## src/rtl/fetch_seq_ctrl_pkg.sv

```systemverilog
// Shared encodings and default constants for the fetch-stage sequencer.
// Imported by the PC selector and by the sequencer top.
package fetch_seq_ctrl_pkg;

  typedef enum logic [1:0] {
    ST_RST = 2'd0,
    ST_RUN = 2'd1,
    ST_IMM = 2'd2
  } state_e;

  // Source of the next PC value.
  typedef enum logic [2:0] {
    SEL_SEQ = 3'd0,
    SEL_JMP = 3'd1,
    SEL_POP = 3'd2,
    SEL_INT = 3'd3,
    SEL_VEC = 3'd4
  } sel_e;

  localparam int unsigned DEF_AW         = 32;
  localparam logic [3:0]  DEF_IMM_OPCODE = 4'd8;
  localparam int unsigned DEF_RST_VEC    = 32;
  localparam int unsigned DEF_INT_VEC    = 0;

endpackage

```

## src/rtl/fetch_seq_ctrl_pc_mux.sv

```systemverilog
// Combinational next-PC selector: sequential PC+1 (wrapping), jump target,
// popped PC, interrupt vector or reset/exception vector.
module fetch_pc_mux
  import fetch_seq_ctrl_pkg::*;
#(
  parameter int unsigned   AW      = DEF_AW,
  parameter logic [AW-1:0] RST_VEC = AW'(DEF_RST_VEC),
  parameter logic [AW-1:0] INT_VEC = AW'(DEF_INT_VEC)
) (
  input  sel_e          sel,
  input  logic [AW-1:0] pc_cur,
  input  logic [AW-1:0] jmp_value,
  input  logic [AW-1:0] pop_value,
  output logic [AW-1:0] pc_next
);

  logic [AW-1:0] pc_inc;

  // Truncating add: the all-ones PC wraps to zero.
  assign pc_inc = pc_cur + {{(AW-1){1'b0}}, 1'b1};

  always_comb begin
    pc_next = pc_inc;
    case (sel)
      SEL_SEQ: pc_next = pc_inc;
      SEL_JMP: pc_next = jmp_value;
      SEL_POP: pc_next = pop_value;
      SEL_INT: pc_next = INT_VEC;
      SEL_VEC: pc_next = RST_VEC;
      default: pc_next = pc_inc;
    endcase
  end

endmodule

```

## src/rtl/fetch_seq_ctrl.sv

```systemverilog
// Fetch-stage sequencer: picks the next PC source and write enable each cycle,
// tracks two-word I-type fetches and defers interrupt entry to a safe point.
module fetch_seq_ctrl
  import fetch_seq_ctrl_pkg::*;
#(
  parameter int unsigned   AW         = DEF_AW,
  parameter logic [3:0]    IMM_OPCODE = DEF_IMM_OPCODE,
  parameter logic [AW-1:0] RST_VEC    = AW'(DEF_RST_VEC),
  parameter logic [AW-1:0] INT_VEC    = AW'(DEF_INT_VEC)
) (
  input  logic          clk,
  input  logic          reset,
  input  logic [AW-1:0] pc_cur,
  input  logic [3:0]    opcode,
  input  logic          stall,
  input  logic          exception,
  input  logic          interrupt,
  input  logic          set_int,
  input  logic          pop_pc,
  input  logic [AW-1:0] pop_value,
  input  logic          jmp_req,
  input  logic [AW-1:0] jmp_value,
  output logic [AW-1:0] pc_next,
  output logic          pc_en,
  output logic          squash,
  output logic          imm_phase,
  output logic          int_ack,
  output logic          int_pending,
  output logic [1:0]    state_dbg
);

  // Handshake: there is no backpressure on the PC register. pc_next is
  // meaningful only while pc_en=1; the register loads it on the falling edge.

  state_e state_q, state_d;
  logic   pending_q, pending_d;
  sel_e   sel;
  logic   pc_en_c, squash_c, int_ack_c;

  always_comb begin
    state_d   = state_q;
    sel       = SEL_SEQ;
    pc_en_c   = 1'b1;
    squash_c  = 1'b0;
    int_ack_c = 1'b0;
    if (state_q == ST_RST) begin
      sel      = SEL_VEC;
      squash_c = 1'b1;
      state_d  = ST_RUN;
    end else if (exception) begin
      sel      = SEL_VEC;
      squash_c = 1'b1;
      state_d  = ST_RUN;
    end else if (pop_pc) begin
      sel      = SEL_POP;
      squash_c = 1'b1;
      state_d  = ST_RUN;
    end else if (jmp_req) begin
      sel      = SEL_JMP;
      squash_c = 1'b1;
      state_d  = ST_RUN;
    end else if (pending_q && (state_q == ST_RUN) && !stall) begin
      sel       = SEL_INT;
      squash_c  = 1'b1;
      int_ack_c = 1'b1;
      state_d   = ST_RUN;
    end else if (stall) begin
      pc_en_c = 1'b0;
    end else if (state_q == ST_IMM) begin
      // The immediate word must never reach decode as an instruction.
      squash_c = 1'b1;
      state_d  = ST_RUN;
    end else if (opcode == IMM_OPCODE) begin
      state_d = ST_IMM;
    end
  end

  // A request arriving in the ack cycle re-arms the latch.
  assign pending_d = (pending_q & ~int_ack_c) | interrupt | set_int;

  always_ff @(negedge clk or posedge reset) begin
    if (reset) begin
      state_q   <= ST_RST;
      pending_q <= 1'b0;
    end else begin
      state_q   <= state_d;
      pending_q <= pending_d;
    end
  end

  fetch_pc_mux #(
    .AW      (AW),
    .RST_VEC (RST_VEC),
    .INT_VEC (INT_VEC)
  ) u_pc_mux (
    .sel       (sel),
    .pc_cur    (pc_cur),
    .jmp_value (jmp_value),
    .pop_value (pop_value),
    .pc_next   (pc_next)
  );

  assign pc_en       = pc_en_c;
  assign squash      = squash_c;
  assign int_ack     = int_ack_c;
  assign imm_phase   = (state_q == ST_IMM);
  assign int_pending = pending_q;
  assign state_dbg   = state_q;

endmodule

```

## config.mk

```make
export PLATFORM = sky130hd
export DESIGN_NAME = fetch_seq_ctrl
export DESIGN_NICKNAME = d
export VERILOG_FILES = /design/src/rtl/fetch_seq_ctrl_pkg.sv /design/src/rtl/fetch_seq_ctrl_pc_mux.sv /design/src/rtl/fetch_seq_ctrl.sv
export SDC_FILE = /design/constraint.sdc
export NUM_CORES = 1
export LEC_CHECK = 0
export ABC_CLOCK_PERIOD_IN_PS = 3200
export CORE_UTILIZATION = 29
export CTS_CLUSTER_SIZE = 10
export DETAILED_ROUTE_END_ITERATION = 8
export PLACE_DENSITY = 0.89
export SLEW_MARGIN = 20
export SYNTH_ARGS = -nofsm -noshare
export SYNTH_HDL_FRONTEND = slang
export SYNTH_HIERARCHICAL = 1
export SYNTH_SLANG_ARGS = --single-unit
export TNS_END_PERCENT = 30
```

## constraint.sdc

```tcl
create_clock -name clk -period 3.2 [get_ports clk]
set_input_delay 0.64 -clock clk [delete_from_list [all_inputs] [get_ports clk]]
set_output_delay 0.64 -clock clk [all_outputs]
set_load 0.02 [all_outputs]
```

==> reports/qor.txt <==
status: complete, but fails checks
failing checks: negative setup slack
final slew viol count: 0
Post-synth top flop: dfrtn_1
Internal: 0.000530 W
I/O pins: 147
Combinational Power Share: 82.9%
EDFF count, synth: 0
Post-synth ARST share: 100%
Seq pwr share: 4.1%
end-of-flow core utilization: 85.1%
wire per inst: 25.8 µm
Clock Root Buffer: clkbuf_8
CP Launch Type: flop
die extent in y: 77.8 µm
Residual DRC: 0
Seq cells post-synth: 3
Placer Congestion: 0.929
core area: 0.00551 mm²
vias in the first global route: 3480
worst r2r src: state_dbg[1]$_DFFE_NP0P_
final setup fails: 42
synth unique cells: 44
hpwl dp: 7.58 mm
max_cap viols: 0
Pleak: 1.79 nW
commonest non-fill, non-tap cell in the layout: clkdlybuf4s50_1
Synth warnings: 6
worst r2r dst: int_pending$_DFF_NP0_
Worst path max stage delay: 0.39 ns
Crit Path Class: reg2out
Seq/Total Area, Yosys: 4.51%
global-route wire length before repair: 17.8 mm
Avg Inst Size Synth: 6.66 µm²
worst-path cell chain: and4bb_2 -> nor2_4 -> nor3_4 -> buf_6 -> clkinv_4 -> nor3_4 -> buf_4 -> buf_16 -> nand2_1 -> nand3_2 -> buf_4
die area: 0.00605 mm²
CTS tree: yes
Worst Setup End Kind: output port
layout cells sized above 1: 47.6%
synthesized area: 0.00167 mm²
Routed Antenna Nets: 0
largest family of logic cells by synthesized area: compound AO/OA/AOI/OAI gates
Clock Power Share: 13.0%
Mapped Nets: 359
most frequent cells in the layout: clkdlybuf4s50_1, buf_4, buf_6, a22oi_2, o21ai_4
hold endpoint: state_dbg[1]$_DFFE_NP0P_
DRT Wirelength: 14.2 mm
Cells after Synth: 250
Horiz. Die Dim: 77.8 µm
CTS sink count: 3
CP max-delay cell: and4bb_2
worst path required time: 2.56 ns
Layout Nets: 587
xor and xnor fraction of the mapped netlist area: 15.8%
GRT Resource Usage Total: 37.4%
power per cell area: 200 mW/mm²
RSZ-0062 raised after global routing: true
Max VDD drop: 0.201 mV
TritonRoute pass-1 iters: 6
Simple-Gate Fraction of Synth Area: 33.3%
area delta synth->final: 182%
DR vias/cell: 6.60
CP Data Arrival Time: 4.06 ns
worst reg2reg path depth: 3
starting density of the core: 30.2%
crit path max fanout: 10
Tightest Pin Transition: 0.593 ns
Hold Path Origin: state_dbg[1]$_DFFE_NP0P_
worst reg-to-reg setup slack: 1.99 ns
Clock Path Buffers: 2
number of diodes: 0
total congestion overflow: 0
compound-gate portion of the synthesized area: 37.0%
H-tree depth: 1
P_sw: 0.000407 W
Worst Hold Class: reg2reg
initial antenna violation count: 0
DP Area: 0.00411 mm²
worst-skew pair later-pin latency: 0.25 ns
Final Hold Fails: 0
Hold Crit Depth: 2
vias post-DR: 3623
Sw Ratio: 43.4%
row cnt: 27
CTS Buf Count: 3
largest net degree at the start of global routing: 12
initial drt markers: 401
slew margin rel.: 60.1%
cell area after layout: 0.00469 mm²
mux cell area share after synthesis: 2.70%
adder-cell share of the synthesized area: 0.751%
final worst setup slack: -1.50 ns
clock slew at reported path FFs: 0.03 ns
clock skew: 0.00514 ns
Port Buf Inserts: 146
-- timing repair --
item,4_1_cts,5_1_grt
pin swaps,19,17
setup buffers,10,8
gates resized for setup,246,48
endpoints found under the setup margin,42,42
gates cloned,3,2
endpoints found under the hold margin,0,0
hold buffers,0,0
-- worst max-delay path by stage --
stage	slack (ns)	cells past startpoint	from	endpoint
5_1_grt	-1.53	11	state_dbg[1]$_DFFE_NP0P_	pc_next[5]
2_1_floorplan	-1.07	8	state_dbg[0]$_DFFE_NP0P_	pc_next[14]
3_5_place_dp	-1.48	9	state_dbg[0]$_DFFE_NP0P_	pc_next[21]
3_3_place_gp	-1.39	10	state_dbg[0]$_DFFE_NP0P_	pc_next[3]
6_report	-1.50	11	state_dbg[1]$_DFFE_NP0P_	pc_next[5]
4_1_cts	-1.23	8	state_dbg[0]$_DFFE_NP0P_	pc_next[13]
-- synth_stat cells, types with 2 or more instances --
cell | n | area, µm²
a211oi_1 | 3 | 22.5
a221o_1 | 4 | 40.0
a22oi_1 | 31 | 233
and2_1 | 4 | 25.0
and3_1 | 5 | 31.3
and4_1 | 2 | 17.5
clkbuf_1 | 16 | 60.1
dfrtn_1 | 3 | 75.1
inv_1 | 8 | 30.0
mux2_2 | 4 | 45.0
nand2_1 | 17 | 63.8
nand2b_1 | 3 | 18.8
nand3_1 | 9 | 45.0
nand4_1 | 12 | 75.1
nor2_1 | 13 | 48.8
nor2b_1 | 3 | 18.8
nor3_1 | 14 | 70.1
nor4_1 | 2 | 12.5
o211ai_1 | 7 | 52.6
o21ai_0 | 31 | 155
o21ai_1 | 4 | 20.0
o21bai_1 | 3 | 22.5
o311ai_0 | 2 | 17.5
or4_1 | 2 | 15.0
xnor2_1 | 11 | 96.3
xor2_1 | 19 | 166
-- per-layer routing --
metal | vias up | track usage [%] | share of wire, %
met5 | - | 0 | 0
met4 | 0 | 23.4 | 8.5
met3 | 141 | 9.41 | 12
met2 | 394 | 68.6 | 47
met1 | 1658 | 37.4 | 33
li1 | 1430 | - | -
-- stage by stage --
stage                     hold WS (ns)  TNS (ns)  setup slack [ns]  power [W]  std cells
final                            0.778    -47.18             -1.50   0.000937        549
after global routing             0.772    -47.99             -1.53   0.000960        549
after CTS                        0.680    -39.11             -1.23   0.000847        541
after detailed placement         0.641    -48.83             -1.48   0.000678        525
after global placement           0.621    -46.34             -1.39   0.000659        525
after floorplan                  0.635    -34.67             -1.07   0.000325        250
-- cell families after synthesis --
group / count (synthesis)
and+or+nand+nor: 95
AOI/OAI and AO/OA: 91
xor gates and xnor gates: 30
buffers and inverters: 26
muxes: 4
DFF: 3
adders and majority gates: 1
-- critical path, delay by kind of cell, from the launching register on --
| kind | cells | cell delay (ns) |
|---|---|---|
| AND/OR/NAND/NOR | 6 | 1.15 |
| buffers and inverters | 5 | 0.66 |
| flip-flops | 1 | 0.38 |
-- final cells by class --
class / instances / area, µm²
timing repair buffer: 240 / 2380
multi-input combinational: 221 / 2050
sequential: 3 / 75.1
inverter: 9 / 46.3
clock buffer: 4 / 45.0
tap: 72 / 90.1
fill: 242 / 818
-- registers in the layout (all words and copies together) (netlist names) --
| name | flops |
|---|---|
| int_pending | 1 |
| state_dbg | 2 |
-- power groups by stage --
stage / sequential [W] / clock (W) / combinational, W
floorplan: 0.0000394 / 0 / 0.000286
global placement: 0.0000390 / 0 / 0.000620
detailed placement: 0.0000391 / 0 / 0.000639
CTS: 0.0000387 / 0.000112 / 0.000695
global route: 0.0000386 / 0.000125 / 0.000797
finish: 0.0000386 / 0.000121 / 0.000777
Power figures use the tool's default switching activity.
